[src/rtl/axis_result_packer.sv]
// Serialises wide PE result words LSB-first into BUS_WIDTH AXI-Stream beats,
// with a one-entry pending buffer so back-to-back results stream without bubbles.
module axis_result_packer #(
    parameter int KERNEL_SIZE  = 3,
    parameter int DATA_WIDTH   = 8,
    parameter int WEIGHT_WIDTH = 8,
    parameter int BUS_WIDTH    = 32,
    parameter int FRAME_LEN    = 16,
    localparam int IN_WIDTH    = (DATA_WIDTH + WEIGHT_WIDTH + KERNEL_SIZE) * KERNEL_SIZE
) (
    input  logic                 clk,
    input  logic                 rst,
    input  logic [IN_WIDTH-1:0]  s_axis_tdata,
    input  logic                 s_axis_tvalid,
    output logic                 s_axis_tready,
    output logic [BUS_WIDTH-1:0] m_axis_tdata,
    output logic                 m_axis_tvalid,
    input  logic                 m_axis_tready,
    output logic                 m_axis_tlast,
    output logic                 busy
);
    localparam int BEATS = (IN_WIDTH + BUS_WIDTH - 1) / BUS_WIDTH;
    localparam int PAD_W = BEATS * BUS_WIDTH;
    localparam int BCW   = (BEATS > 1) ? $clog2(BEATS) : 1;
    localparam int RCW   = (FRAME_LEN > 1) ? $clog2(FRAME_LEN) : 1;
    localparam logic [BCW-1:0] LAST_BEAT = BCW'(BEATS - 1);
    localparam logic [RCW-1:0] LAST_RES  = RCW'(FRAME_LEN - 1);

    logic [PAD_W-1:0]    r_active;
    logic                r_active_valid;
    logic [BCW-1:0]      r_beat_cnt;
    logic [RCW-1:0]      r_res_cnt;
    logic [IN_WIDTH-1:0] r_pend;
    logic                r_pend_valid;

    logic [PAD_W-1:0]    w_in_pad;
    logic [PAD_W-1:0]    w_pend_pad;
    logic [PAD_W-1:0]    w_shifted;
    logic                w_s_fire;
    logic                w_m_fire;
    logic                w_last_beat;

    assign w_in_pad    = PAD_W'(s_axis_tdata);
    assign w_pend_pad  = PAD_W'(r_pend);
    assign w_s_fire    = s_axis_tvalid && s_axis_tready;
    assign w_m_fire    = r_active_valid && m_axis_tready;
    assign w_last_beat = (r_beat_cnt == LAST_BEAT);

    // Single-beat configurations never shift, so the upper slice does not exist there.
    generate
        if (BEATS > 1) begin : g_multi_beat
            assign w_shifted = {{BUS_WIDTH{1'b0}}, r_active[PAD_W-1:BUS_WIDTH]};
        end else begin : g_single_beat
            assign w_shifted = '0;
        end
    endgenerate

    assign s_axis_tready = !r_pend_valid;
    assign m_axis_tvalid = r_active_valid;
    assign m_axis_tdata  = r_active[BUS_WIDTH-1:0];
    assign m_axis_tlast  = r_active_valid && w_last_beat && (r_res_cnt == LAST_RES);
    assign busy          = r_active_valid || r_pend_valid;

    always_ff @(posedge clk) begin
        if (rst) begin
            r_active       <= '0;
            r_active_valid <= 1'b0;
            r_beat_cnt     <= '0;
            r_res_cnt      <= '0;
            r_pend         <= '0;
            r_pend_valid   <= 1'b0;
        end else if (!r_active_valid) begin
            if (w_s_fire) begin
                r_active       <= w_in_pad;
                r_active_valid <= 1'b1;
                r_beat_cnt     <= '0;
            end
        end else if (w_m_fire && !w_last_beat) begin
            r_active   <= w_shifted;
            r_beat_cnt <= r_beat_cnt + BCW'(1);
            if (w_s_fire) begin
                r_pend       <= s_axis_tdata;
                r_pend_valid <= 1'b1;
            end
        end else if (w_m_fire) begin
            r_res_cnt  <= (r_res_cnt == LAST_RES) ? '0 : r_res_cnt + RCW'(1);
            r_beat_cnt <= '0;
            // Pending result takes precedence; s_fire cannot coincide because tready is low then.
            if (r_pend_valid) begin
                r_active     <= w_pend_pad;
                r_pend_valid <= 1'b0;
            end else if (w_s_fire) begin
                r_active <= w_in_pad;
            end else begin
                r_active_valid <= 1'b0;
            end
        end else if (w_s_fire) begin
            r_pend       <= s_axis_tdata;
            r_pend_valid <= 1'b1;
        end
    end
endmodule
[config.mk]
export PLATFORM = sky130hd
export DESIGN_NAME = axis_result_packer
export DESIGN_NICKNAME = d
export VERILOG_FILES = /design/src/rtl/axis_result_packer.sv
export SDC_FILE = /design/constraint.sdc
export NUM_CORES = 1
export LEC_CHECK = 0
export BUFFER_PORTS_ARGS = -buffer_cell sky130_fd_sc_hd__buf_2
export CORE_MARGIN = 3
export CORE_UTILIZATION = 50
export CTS_BUF_LIST = sky130_fd_sc_hd__clkbuf_16
export CTS_CLUSTER_DIAMETER = 80
export DETAILED_ROUTE_END_ITERATION = 16
export PLACE_DENSITY = 0.72
export SLEW_MARGIN = 15
export SYNTH_ARGS = -nofsm -noshare
export SYNTH_HDL_FRONTEND = slang
export SYNTH_SLANG_ARGS = --single-unit
[constraint.sdc]
create_clock -name clk -period 4.6 [get_ports clk]
set_clock_uncertainty 0.05 [all_clocks]
set_input_delay 0.69 -clock clk [delete_from_list [all_inputs] [get_ports clk]]
set_output_delay 0.69 -clock clk [all_outputs]
set_load 0.02 [all_outputs]
==> After elaboration in Yosys (flattened, before gate mapping) <==
Index checks and enable logic that the tools add are counted.
{ "word_totals": {"reg_bits": 128, "word_cells": 45} }
{ "classes": {"add_sub_neg": 2, "n_eq_ne": 3, "n_mux": 21, "n_bitwise": 1, "reduce_logical": 12} }
{ "op_table": {"columns": ["operator", "n"], "rows": [
  ["$mux 64", 5],
  ["$mux 57", 3],
  ["$mux 1", 12],
  ["$logic_and 1x1->1", 5],
  ["$add 4x1->4 const B", 1],
  ["$eq 4x4->1 const B", 1],
  ["$mux 4", 1],
  ["$reduce_and 2->1", 2],
  ["$ne 3x1->1 const B", 1],
  ["$reduce_and 3->1", 1],
  ["$logic_not 1->1", 2],
  ["$ne 2x1->1 const B", 1],
  ["$reduce_bool 2->1", 1],
  ["$add 1x1->1 const B", 1],
  ["$logic_or 1x1->1", 1],
  ["$not 1->1", 1]
]} }

==> Depth between registers and ports, before layout <==
{ "logic_depth": {"ltp_word": 7, "ltp_mapped": 8, "ltp_nobuf": 5} }

==> Least setup slack after synthesis <==
OpenSTA, ideal clock, no wires.
{ "synth_timing": {"path_kind": "input port to flip-flop", "startpoint": "input s_axis_tvalid", "endpoint": "register r_active[35]", "setup_time_ns": 0.132, "t_arrival_ns": 1.799, "required_ns": 4.418, "slack_ns": 2.619, "cell_stages": 7, "path_buffers": 3, "cell_sequence": "buf_2 -> nand2b_1 -> buf_2 -> buf_6 -> mux2_1 -> a221oi_1 -> nor3_1"} }
{ "synth_via": {"elab_chain_cells": 6} }
{ "synth_lines": {"columns": ["element", "line", "rtl"], "rows": [
  ["start, declared", "14", "input logic s_axis_tvalid,"],
  ["$logic_and 1x1->1 (*)", "45", "assign w_s_fire = s_axis_tvalid && s_axis_tready;"],
  ["$mux 64 (*)", null, null],
  ["$mux 64 (3 in a row)", null, null],
  ["$mux 64 (*)", null, null],
  ["end signal, assigned", "74", "r_active <= w_in_pad;"],
  ["end signal, assigned", "79", "r_active <= w_shifted;"],
  ["end signal, assigned", "90", "r_active <= w_pend_pad;"],
  ["end, declared", "29", "logic [PAD_W-1:0] r_active;"]
]} }
Mark *: on every way between the ends. The rest lies on a longest branch, timed or not. The select of a mux whose other input is x is not followed.
A chain may end at the register's enable or synchronous reset.

==> Worst setup path after layout <==
{ "layout_timing": {"startpoint": "register r_beat_cnt", "endpoint": "output m_axis_tlast"} }
{ "layout_via": {"elab_chain_cells": 2} }
{ "layout_lines": {"columns": ["element", "line", "rtl"], "rows": [
  ["start, declared", "31", "logic [BCW-1:0] r_beat_cnt;"],
  ["start signal, assigned", "80", "r_beat_cnt <= r_beat_cnt + BCW'(1);"],
  ["$logic_and 1x1->1 (2 in a row)", "61", "assign m_axis_tlast = r_active_valid && w_last_beat && (r_res_cnt == LAST_RES);"],
  ["end, declared", "19", "output logic m_axis_tlast,"]
]} }
Every way passes these cells.

==> results.json <==
{
  "grt_pass1_vias": 5297,
  "portBuffers": 96,
  "synth_cells": 755,
  "place_congestion": 0.795,
  "met1_usage_pct": 32.8,
  "die_h_um": 118,
  "dieArea_um2": 13800,
  "antenna_cells": 0,
  "ys_seq_area_share_pct": 41.2,
  "finalSetupViolCount": 0,
  "grt_use_total_pct": 24.3,
  "num_vias": 5584,
  "syn_avg_cell_area_um2": 8.25,
  "first_iter_violations": 561,
  "grt_max_degree": 106,
  "finalHoldViolations": 0,
  "ys.flop_type": "dfxtp_1",
  "core_area_um2": 12100,
  "yosysWarnings": 0,
  "cts.sink_count": 128,
  "grt_pass1_wl_mm": 27.6,
  "finalCritPeriodShare_pct": 66.5,
  "fmax_mhz": 327,
  "cp-startpoint": "r_beat_cnt$_SDFFE_PP0P_",
  "rows": 40,
  "drc_errors": 0,
  "drv_slew": 0,
  "use_met3_pct": 5.91,
  "io_pins": 97,
  "r2r_slack_ns": 2.05,
  "antenna_found_initial": 0,
  "post_cts_resize_count": 0,
  "outcome": "finished, final reports clean",
  "cp.arrival_ns": 2.32,
  "cp-end-kind": "output port",
  "synth-async-reset-ratio_pct": 0,
  "initial_core_util_pct": 51.4,
  "synth_edf_count": 0,
  "worstSetupPathType": "reg2out",
  "yosysUniqueCellTypes": 40,
  "ant_nets": 0,
  "cp.required_ns": 3.86,
  "cts_tree": "done",
  "fin_area_um2": 7020,
  "syn_area_um2": 6230,
  "ys_ff_latch": 128,
  "wl_mm": 16.6,
  "cts_hold_buffers": 0,
  "peakVddDrop_mv": 0.233,
  "finalWorstSetupSlack_ns": 1.54,
  "setup_tns_ns": 0,
  "numCtsBuffers": 17,
  "wl_per_cell_um": 17.3,
  "clk_latency_ns": 0.42,
  "met2_usage_pct": 39.1,
  "syn2layout_area_growth_pct": 12.8,
  "gr-max-usage-layer": "met2",
  "leakagePower_nw": 2.78,
  "drtPass1Iterations": 5,
  "power_density_nw_per_um2": 412,
  "syn-num-nets": 817,
  "cts_max_level": 4,
  "cts.path.max_buffers": 2,
  "crit-reg2reg-launch": "m_axis_tvalid$_SDFF_PP0_",
  "maxCapViolCount": 0,
  "min-delay-start": "r_pend[51]$_SDFFE_PP0P_",
  "rsz0062_at_grt": "no",
  "period_minus_slack_ns": 3.06,
  "hp-class": "reg2reg",
  "grt_overflow": 0,
  "startpoint_type": "register",
  "pre_cts_ws_ns": 1.72,
  "slew_headroom_pct": 25.6,
  "drive_gt1_share_pct": 20.5,
  "place_area_um2": 6470,
  "worst_pin_slew_ns": 1.12,
  "post_cts_buffers": 0,
  "cts-root-buf": "clkbuf_16",
  "nets": 845,
  "die_x_um": 118,
  "path_clk_slew_ns": 0.05,
  "post-dp-hpwl_mm": 10.6,
  "cp_max_fo": 32,
  "viasPerCell": 5.80
}
worst paths after layout:
path / endpoint / depth (start not counted)
hold reg to reg: r_pend[51]$_SDFFE_PP0P_ / 2
hold / removal: r_pend[51]$_SDFFE_PP0P_ / 2
setup / recovery: m_axis_tlast / 4
setup reg to reg: r_active[50]$_SDFFE_PP0P_ / 5
cell families (layout without fill, tap and decap cells):
| logic type | count (synthesis) | count (layout) | synth area share, % |
|---|---|---|---|
| multiplexers | 58 | 58 | 10.5 |
| XOR/XNOR | 2 | 2 | 0.281 |
| AO/OA/AOI/OAI | 199 | 199 | 20.1 |
| adder cells (fa/ha/maj) | 1 | 1 | 0.201 |
| buffers and inverters | 100 | 140 | 8.92 |
| flip-flops | 128 | 128 | 41.2 |
| AND/OR/NAND/NOR | 267 | 267 | 18.9 |
cell usage after synthesis (19+ instances only):
cell,number,area [µm²]
a211oi_1,22,165
a21oi_1,75,375
a221oi_1,20,175
a22oi_1,20,150
buf_2,24,120
buf_4,34,255
clkbuf_1,31,116
dfxtp_1,128,2560
mux2i_1,21,210
nand2_1,120,450
nor2_1,62,233
nor3_1,37,185
o21ai_0,23,115
o21ai_1,19,95.1
layout by cell type (no fill, tap or decap), types with 13 or more instances in the layout:
| cell type | n |
|---|---|
| mux2_2 | 13 |
| nand2_1 | 120 |
| a211oi_1 | 22 |
| buf_2 | 95 |
| o21ai_0 | 23 |
| nor3_1 | 37 |
| dfxtp_1 | 127 |
| a22oi_1 | 20 |
| clkbuf_16 | 17 |
| a221oi_1 | 20 |
| a21oi_1 | 75 |
| mux2_1 | 17 |
| o21ai_1 | 19 |
| nor2_1 | 62 |
| nand2b_1 | 14 |
| mux2i_1 | 21 |
| nand3_1 | 14 |
worst max-delay path, cell delays in order, from the launching register on:
cell     delay [ns]
dfxtp_1        0.97
buf_4          0.37
nand2_1        0.10
nor2_1         0.22
buf_2          0.22
cell type report:
| cell class | count | area (µm²) |
|---|---|---|
| Clock inverter | 14 | 109 |
| Inverter | 2 | 7.51 |
| Clock buffer | 17 | 425 |
| Sequential cell | 128 | 2560 |
| Tap cell | 168 | 210 |
| Timing Repair Buffer | 107 | 586 |
| Multi-Input combinational cell | 527 | 3120 |
| Fill cell | 1114 | 5090 |
flip-flops by register name, summed over array words and instances (netlist names):
signal / flops
r_pend: 57
r_active: 64
r_pend_valid: 1
r_beat_cnt: 1
m_axis_tvalid: 1
r_res_cnt: 4
metal layers:
metal  wire, µm  part of all wire, %
met5          0                    0
met2       7920                   48
met3       1220                  7.3
met1       7320                   44
met4        187                  1.1
power by group:
part	total, mW	switching, mW	internal (mW)
sequential	1.24	0.0622	1.18
clock	1.23	0.457	0.771
combinational	0.422	0.252	0.170
total	2.89	0.771	2.12
metrics by stage:
stage               std cells  hold slack [ns]  utilization [%]  total power [mW]
finish                    963            0.404             58.0              2.89
global route              963            0.414             58.0              3.01
CTS                       962            0.404             57.9              2.90
detailed placement        931            0.389             53.5              1.68
global placement          931            0.388             53.5              1.66
floorplan                 755            0.374                -              1.58
Power figures use the tool's default switching activity.
